===== src/rtl/mem_bus_interface_if.sv =====
`default_nettype none
// ============================================================================
// Module   : mem_bus_interface_if
// Brief    : Control-side request bus plus the external memory bus used by
//            mem_bus_interface.
// Revision : 1.0
// ============================================================================
interface mem_bus_interface_if #(
    parameter int ADDR_WIDTH = 16,
    parameter int DATA_WIDTH = 16
);
    logic [ADDR_WIDTH-1:0] address_bus;
    logic                  rd_req;
    logic                  wr_req;
    logic [DATA_WIDTH-1:0] wr_data;

    logic [ADDR_WIDTH-1:0] mem_addr;
    logic                  mem_rd;
    logic                  mem_wr;
    logic [DATA_WIDTH-1:0] mem_wdata;
    logic [DATA_WIDTH-1:0] mem_rdata;
    logic                  mem_ready;

    logic [DATA_WIDTH-1:0] rd_data;
    logic                  busy;
    logic                  done;
    logic                  timeout_err;

    // Bus-interface side
    modport slave (
        input  address_bus, rd_req, wr_req, wr_data, mem_rdata, mem_ready,
        output mem_addr, mem_rd, mem_wr, mem_wdata, rd_data, busy, done,
               timeout_err
    );

    // Control / memory side
    modport master (
        output address_bus, rd_req, wr_req, wr_data, mem_rdata, mem_ready,
        input  mem_addr, mem_rd, mem_wr, mem_wdata, rd_data, busy, done,
               timeout_err
    );
endinterface
`default_nettype wire


===== src/rtl/mem_bus_interface.sv =====
`default_nettype none
// ============================================================================
// Module   : mem_bus_interface
// Brief    : Runs one read or write per request against external memory with
//            a ready handshake and a bounded wait; all outputs registered.
// Revision : 1.0
// ============================================================================
module mem_bus_interface #(
    parameter int ADDR_WIDTH     = 16,
    parameter int DATA_WIDTH     = 16,
    parameter int TIMEOUT_CYCLES = 8
) (
    input  wire logic           clk,
    input  wire logic           rst_n,
    mem_bus_interface_if.slave  bus
);

    typedef enum logic [1:0] {
        IDLE       = 2'd0,
        READ_WAIT  = 2'd1,
        WRITE_WAIT = 2'd2
    } state_t;

    // Wait-edge index on which a still-unready memory is abandoned
    localparam logic [7:0] c_last_wait = 8'(TIMEOUT_CYCLES - 1);

    state_t                state_q,       state_d;
    logic [7:0]            cnt_q,         cnt_d;
    logic [ADDR_WIDTH-1:0] mem_addr_q,    mem_addr_d;
    logic [DATA_WIDTH-1:0] mem_wdata_q,   mem_wdata_d;
    logic [DATA_WIDTH-1:0] rd_data_q,     rd_data_d;
    logic                  mem_rd_q,      mem_rd_d;
    logic                  mem_wr_q,      mem_wr_d;
    logic                  busy_q,        busy_d;
    logic                  done_q,        done_d;
    logic                  timeout_err_q, timeout_err_d;

    always_comb begin
        state_d       = state_q;
        cnt_d         = cnt_q;
        mem_addr_d    = mem_addr_q;
        mem_wdata_d   = mem_wdata_q;
        rd_data_d     = rd_data_q;
        mem_rd_d      = mem_rd_q;
        mem_wr_d      = mem_wr_q;
        busy_d        = busy_q;
        done_d        = 1'b0;
        timeout_err_d = timeout_err_q;

        unique case (state_q)
            IDLE: begin
                if (bus.rd_req || bus.wr_req) begin
                    mem_addr_d    = bus.address_bus;
                    busy_d        = 1'b1;
                    cnt_d         = 8'd0;
                    timeout_err_d = 1'b0;
                    // Read wins when both requests are present
                    if (bus.rd_req) begin
                        mem_rd_d = 1'b1;
                        state_d  = READ_WAIT;
                    end else begin
                        mem_wdata_d = bus.wr_data;
                        mem_wr_d    = 1'b1;
                        state_d     = WRITE_WAIT;
                    end
                end
            end

            READ_WAIT, WRITE_WAIT: begin
                if (bus.mem_ready) begin
                    mem_rd_d = 1'b0;
                    mem_wr_d = 1'b0;
                    busy_d   = 1'b0;
                    done_d   = 1'b1;
                    state_d  = IDLE;
                    if (state_q == READ_WAIT) begin
                        rd_data_d = bus.mem_rdata;
                    end
                end else if (cnt_q == c_last_wait) begin
                    mem_rd_d      = 1'b0;
                    mem_wr_d      = 1'b0;
                    busy_d        = 1'b0;
                    done_d        = 1'b1;
                    timeout_err_d = 1'b1;
                    state_d       = IDLE;
                end else begin
                    cnt_d = cnt_q + 8'd1;
                end
            end

            default: begin
                state_d  = IDLE;
                mem_rd_d = 1'b0;
                mem_wr_d = 1'b0;
                busy_d   = 1'b0;
            end
        endcase
    end

    always_ff @(posedge clk or negedge rst_n) begin
        if (!rst_n) begin
            state_q       <= IDLE;
            cnt_q         <= 8'd0;
            mem_addr_q    <= '0;
            mem_wdata_q   <= '0;
            rd_data_q     <= '0;
            mem_rd_q      <= 1'b0;
            mem_wr_q      <= 1'b0;
            busy_q        <= 1'b0;
            done_q        <= 1'b0;
            timeout_err_q <= 1'b0;
        end else begin
            state_q       <= state_d;
            cnt_q         <= cnt_d;
            mem_addr_q    <= mem_addr_d;
            mem_wdata_q   <= mem_wdata_d;
            rd_data_q     <= rd_data_d;
            mem_rd_q      <= mem_rd_d;
            mem_wr_q      <= mem_wr_d;
            busy_q        <= busy_d;
            done_q        <= done_d;
            timeout_err_q <= timeout_err_d;
        end
    end

    assign bus.mem_addr    = mem_addr_q;
    assign bus.mem_wdata   = mem_wdata_q;
    assign bus.mem_rd      = mem_rd_q;
    assign bus.mem_wr      = mem_wr_q;
    assign bus.rd_data     = rd_data_q;
    assign bus.busy        = busy_q;
    assign bus.done        = done_q;
    assign bus.timeout_err = timeout_err_q;

endmodule
`default_nettype wire

===== src/flat_wrapper.sv =====
// flat-port wrapper written by rule: the top's interface ports become plain ports
module mem_bus_interface_flat 
#(
    parameter int ADDR_WIDTH     = 16,
    parameter int DATA_WIDTH     = 16,
    parameter int TIMEOUT_CYCLES = 8
)
  (clk, rst_n, bus_address_bus, bus_rd_req, bus_wr_req, bus_wr_data, bus_mem_rdata, bus_mem_ready, bus_mem_addr, bus_mem_rd, bus_mem_wr, bus_mem_wdata, bus_rd_data, bus_busy, bus_done, bus_timeout_err);
  mem_bus_interface_if #(.ADDR_WIDTH(ADDR_WIDTH), .DATA_WIDTH(DATA_WIDTH)) bus_i ();
  input  wire logic clk;
  input  wire logic rst_n;
  input wire logic [$bits(bus_i.address_bus)-1:0] bus_address_bus;
  input wire logic [$bits(bus_i.rd_req)-1:0] bus_rd_req;
  input wire logic [$bits(bus_i.wr_req)-1:0] bus_wr_req;
  input wire logic [$bits(bus_i.wr_data)-1:0] bus_wr_data;
  input wire logic [$bits(bus_i.mem_rdata)-1:0] bus_mem_rdata;
  input wire logic [$bits(bus_i.mem_ready)-1:0] bus_mem_ready;
  output wire logic [$bits(bus_i.mem_addr)-1:0] bus_mem_addr;
  output wire logic [$bits(bus_i.mem_rd)-1:0] bus_mem_rd;
  output wire logic [$bits(bus_i.mem_wr)-1:0] bus_mem_wr;
  output wire logic [$bits(bus_i.mem_wdata)-1:0] bus_mem_wdata;
  output wire logic [$bits(bus_i.rd_data)-1:0] bus_rd_data;
  output wire logic [$bits(bus_i.busy)-1:0] bus_busy;
  output wire logic [$bits(bus_i.done)-1:0] bus_done;
  output wire logic [$bits(bus_i.timeout_err)-1:0] bus_timeout_err;
  assign bus_i.address_bus = bus_address_bus;
  assign bus_i.rd_req = bus_rd_req;
  assign bus_i.wr_req = bus_wr_req;
  assign bus_i.wr_data = bus_wr_data;
  assign bus_i.mem_rdata = bus_mem_rdata;
  assign bus_i.mem_ready = bus_mem_ready;
  assign bus_mem_addr = bus_i.mem_addr;
  assign bus_mem_rd = bus_i.mem_rd;
  assign bus_mem_wr = bus_i.mem_wr;
  assign bus_mem_wdata = bus_i.mem_wdata;
  assign bus_rd_data = bus_i.rd_data;
  assign bus_busy = bus_i.busy;
  assign bus_done = bus_i.done;
  assign bus_timeout_err = bus_i.timeout_err;
  mem_bus_interface #(.ADDR_WIDTH(ADDR_WIDTH), .DATA_WIDTH(DATA_WIDTH), .TIMEOUT_CYCLES(TIMEOUT_CYCLES)) u_core (.clk(clk), .rst_n(rst_n), .bus(bus_i));
endmodule

===== config.mk =====
export PLATFORM = sky130hd
export DESIGN_NAME = mem_bus_interface_flat
export DESIGN_NICKNAME = d
export VERILOG_FILES = /design/src/rtl/mem_bus_interface_if.sv /design/src/rtl/mem_bus_interface.sv /design/src/flat_wrapper.sv
export SDC_FILE = /design/constraint.sdc
export NUM_CORES = 1
export LEC_CHECK = 0
export ABC_AREA = 0
export BUFFER_PORTS_ARGS = -buffer_cell sky130_fd_sc_hd__buf_2
export CELL_PAD_IN_SITES_DETAIL_PLACEMENT = 0
export CELL_PAD_IN_SITES_GLOBAL_PLACEMENT = 1
export CORE_MARGIN = 8
export CORE_UTILIZATION = 33
export DETAILED_ROUTE_END_ITERATION = 7
export PLACE_DENSITY = 0.86
export SETUP_SLACK_MARGIN = 0.1
export SLEW_MARGIN = 20
export SYNTH_ARGS = -nofsm -noshare
export SYNTH_HDL_FRONTEND = slang
export SYNTH_SLANG_ARGS = --single-unit

===== constraint.sdc =====
create_clock -name clk -period 1.7 [get_ports clk]
set_input_delay 0.34 -clock clk [delete_from_list [all_inputs] [get_ports clk]]
set_output_delay 0.34 -clock clk [all_outputs]
set_load 0.02 [all_outputs]

Yosys cells after proc, flatten, opt, wreduce, memory -nomap -nowiden
Index checks and enable logic that the tools add are counted.

word-level totals
  bits in registers = 63
  input port bits = 53
  output and inout bits = 53
  word-level logic and storage cells = 60

cells by class
  add/subtract/negate cells = 1
  equal/unequal tests = 10
  mux-type cells = 26
  bitwise logic cells = 1
  reductions and logical operators = 12

operators by type and width
  cell                   number
  $mux W8                3
  $pmux W8 S2            1
  $mux W1                13
  $reduce_and A3 Y1      4
  $add A8 B1 Y8 const B  1
  $eq A8 B3 Y1 const B   1
  $mux W2                4
  $ne A2 B2 Y1 const B   4
  $pmux W1 S2            4
  $reduce_and A4 Y1      2
  $ne A2 B1 Y1 const B   2
  $pmux W2 S2            1
  $reduce_and A2 Y1      2
  $ne A3 B2 Y1 const B   1
  $eq A2 B1 Y1 const B   1
  $eq A2 B2 Y1 const B   1
  $logic_not A2 Y1       1
  $reduce_bool A2 Y1     1
  $reduce_or A2 Y1       1
  $logic_or A1 B1 Y1     1
  $not A1 Y1             1

Longest topological paths before layout
  word-level depth = 4
  mapped depth = 7
  gate-level depth less buffers = 6

Least setup slack after synthesis
Ideal clock, no wire load.

  path type = register to register
  from = reg u_core.state_q[0]
  to = reg u_core.rd_data_q[10], in the netlist u_core.bus.rd_data[10]
  setup time = 0.125 ns
  arrival time = 1.699 ns
  data required time = 1.575 ns
  path slack = -0.124 ns
  stages on the path, launching flop included = 6
  path buffers = 1
  clock period less this slack = 1.824 ns
  path through = dfrtp_1 inv_1 ha_1 nand3_1 clkbuf_1 mux2_2

between the ends
  word-level cells in the longest chain between the ends = 3
  elaborated cells between the ends (all ways) = 4
  those cells by class = eq/ne: 2; reduce/logical: 2

RTL lines
  item                                                 line                                              text
  start: declaration                                   mem_bus_interface.sv:27                           state_t state_q, state_d;
  start signal: assignment                             mem_bus_interface.sv:113                          state_q <= state_d;
  $eq A2 B2 Y1 / $eq A2 B1 Y1 (equally long branches)  mem_bus_interface.sv:50, mem_bus_interface.sv:76
  $reduce_or A2 Y1                                     mem_bus_interface.sv:50                           unique case (state_q)
  $reduce_and A3 Y1 (no source line) *                 --
  end signal: assignment                               mem_bus_interface.sv:117                          rd_data_q <= rd_data_d;
  end: declaration                                     mem_bus_interface.sv:31                           logic [DATA_WIDTH-1:0] rd_data_q, rd_data_d;

Mark *: on every way between the ends. The rest lies on a longest branch, timed or not.
A chain may end at the register's enable or synchronous reset.

Worst setup path after layout
  from = reg u_core.cnt_q[4]
  to = reg u_core.cnt_q[5]

between the ends
  word-level cells in the longest chain between the ends = 4
  elaborated cells between the ends (all ways) = 7
  those cells by class = add/sub: 1; eq/ne: 2; mux: 3; reduce/logical: 1

RTL lines
  item                      line                      text
  start: declaration        mem_bus_interface.sv:28   logic [7:0] cnt_q, cnt_d;
  start signal: assignment  mem_bus_interface.sv:114  cnt_q <= cnt_d;
  $add A8 B1 Y8             mem_bus_interface.sv:87   cnt_d = cnt_q + 8'd1;
  $mux W8                   mem_bus_interface.sv:79   end else if (cnt_q == c_last_wait) begin
  $mux W8                   mem_bus_interface.sv:70   if (bus.mem_ready) begin
  $pmux W8 S2               mem_bus_interface.sv:50

Parallel ways exist; a longest one is shown, timed or not. The select of a mux whose other input is x is not followed.

==> out/qor.csv <==
metric;value;unit
die span in y;105;um
Slowest cell on crit path;or4_4;
crit-path leading delay family;simple AND/OR/NAND/NOR gates;
CTS clock-pin slew for the worst setup and hold paths;70;ps
CP Class;reg2reg;
Yosys reg bits;63;
number of global-route vias before repair;2184;
top cell type's share of synthesized area;60.7;%
post-route setup slack;-20.2;ps
MaxCap Viol Count;0;
Die X-Extent;105;um
crit path DAT;1930;ps
Multi-input gate area;1070;um^2
# fillers;721;
initial core utilization;33.8;%
share of cells above drive strength 1;65.7;%
Synth area leaders;dfrtp_1 61%, mux2_2 21%, ha_1 1.4%;
largest area contributor in the synthesized netlist;dfrtp_1;
Leak;1.77;nW
Max Clock Freq;0.581;GHz
total CTS buffers;9;
DRC Markers;0;
drt first pass iters;4;
CTS tree;yes;
Fin. Hold Viols;0;
clock sink total;63;
core area;7690;um^2
Reg area;1580;um^2
CTS Buffer Depth;2;
fin crit period;1720;ps
Port Buf Inserts;105;
Fin Clk Skew;7.05;ps
Worst Setup Start Kind;flop;
average wire per standard cell;15.6;um
syn nets;241;
first-pass GRT wire length;10400;um
failing checks;setup timing;
# setup viols final;4;
Vias;1984;
Power, Total;7.00;mW
root buf cell;clkbuf_8;
outcome;finished, violations left;
HPWL Detailed;4660;um
Mapped Cells;185;
drt initial violations;46;
Synth cell types;37;
pin count of the biggest net entering global routing;64;
crit path cell chain;or4_4, nor3_4, buf_6, nor4b_4, mux2i_1;
Finished Core Util;48.4;%
Die ar.;11000;um^2
EDFF count, synth;0;
number of cell rows;32;
Max-slew headroom;77.6;%
ANT nets after route;0;
H-tree levels;3;
worst path bufs/invs;1;
Crit path required time;1910;ps
Antenna Diode Count;0;
ys flop type;dfrtp_1;
Synth Area per Inst;14.0;um^2
IO Count;106;
Max FO, Critical Path;8;
biggest cell delay along the critical path;580;ps
Fin Hold WS;1.67;ps
Worst Hold Class;in2async;
RSZ-0062 raised after global routing;true;
Area growth, synth to finish;43.2;%
GRT Overall Usage;11.7;%
placed instance area;3380;um^2
VDD IR max;734;uV
fin nets;370;
post-synthesis sequential area ratio;60.7;%
pre-CTS setup slack;8.15;ps
most frequent cells after synthesis;63 x dfrtp_1, 48 x mux2_2, 7 x inv_1;
vias per cell;4.72;
Setup crit end kind;flop;
Placer Congestion;0.836;
total wire length;6530;um
number of antenna violations at the first check in global routing;0;
mapped cell area;2600;um^2
pwr/cell area;1880;nW/um^2
FFs w/ async S/R, synth;100;%
total gr overflow;0;
insertion delay to the later sink of the worst-skew pair;330;ps
fin area;3720;um^2
YS warnings;0;
Slew Viols, Final;0;
top-count cell post-synth;dfrtp_1;
fin crit share;101;%
Worst Max-Slew Pin Slew;337;ps
## cell type report
cell class,count,share of cell area (%)
Sequential cell,63,42.4
Inverter,7,0.707
Timing Repair Buffer,126,20.0
Tap cell,102,3.43
Clock buffer,11,3.53
Multi-Input combinational cell,107,28.7
Clock inverter,4,1.28
## per-layer routing
metal / GRT usage, % / routed length [um] / vias to the layer above
li1: - / - / 930
met5: 0 / 0 / -
met2: 18.6 / 3230 / 72
met4: 5.61 / 105 / 0
met1: 12.9 / 2630 / 972
met3: 5.41 / 567 / 10
## power breakdown
part,total [mW],leakage [nW],switching [mW],internal (mW)
clock,1.22,0.0892,0.552,0.665
sequential,2.50,0.767,0.325,2.17
combinational,3.28,0.913,1.84,1.44
## worst paths after layout
path	start	end	slack, ps	cells past startpoint
setup reg to reg	u_core.cnt_q[4]$_DFFE_PN0P_	u_core.cnt_q[5]$_DFFE_PN0P_	-20	5
hold / removal	rst_n	u_core.bus.mem_addr[7]$_DFFE_PN0P_	2	2
min in group clk	bus_mem_rdata[13]	u_core.bus.rd_data[13]$_DFFE_PN0P_	230	2
max in group asynchronous	rst_n	u_core.bus.mem_wdata[9]$_DFFE_PN0P_	1410	2
setup / recovery	u_core.cnt_q[4]$_DFFE_PN0P_	u_core.cnt_q[5]$_DFFE_PN0P_	-20	5
hold reg to reg	u_core.bus.mem_addr[14]$_DFFE_PN0P_	u_core.bus.mem_addr[14]$_DFFE_PN0P_	500	1
## cells by family after synthesis
family                   Yosys count  share of synthesized area [%]
flip-flops                        63                           60.7
multiplexers                      50                           21.6
AND/OR/NAND/NOR                   28                           6.41
AO/OA/AOI/OAI                     26                           7.42
buffers and inverters             15                           2.46
adder cells (fa/ha/maj)            3                           1.45
## timing repair
| item | 4_1_cts | 5_1_grt |
|---|---|---|
| setup buffers | 3 | 3 |
| cloned | 0 | 1 |
| hold buffers | 0 | 0 |
| setup endpoints to repair | 21 | 30 |
| pin swaps | 3 | 9 |
| resized for setup | 3 | 15 |
## metrics by stage
step           cells  setup TNS, ps
6_report         420          -41.5
5_1_grt          420           -755
4_1_cts          416              0
3_5_place_dp     398              0
3_3_place_gp     398              0
2_1_floorplan    185              0
## flip-flops by register name, indices dropped and copies added, names as in the netlist
register / flops
u_core.bus.busy: 1
u_core.bus.done: 1
u_core.bus.mem_addr: 16
u_core.bus.mem_rd: 1
u_core.bus.mem_wdata: 16
u_core.bus.mem_wr: 1
u_core.bus.rd_data: 16
u_core.bus.timeout_err: 1
u_core.cnt_q: 8
u_core.state_q: 2
## worst register-to-register path: stages (launching register included)
cell     delay [ps]
dfrtp_1         390
or4_4           580
nor3_4          240
buf_6           200
nor4b_4          60
mux2i_1         130
## cells in the final DEF (no fill, tap or decap), types with 4 or more instances in the layout
cell type,count
dfrtp_1,63
buf_4,16
inv_1,6
nand3_1,5
mux2_2,48
buf_2,105
clkbuf_8,9
nor2_1,4
a21oi_2,4
No activity file was read; power rests on OpenSTA's default activity.
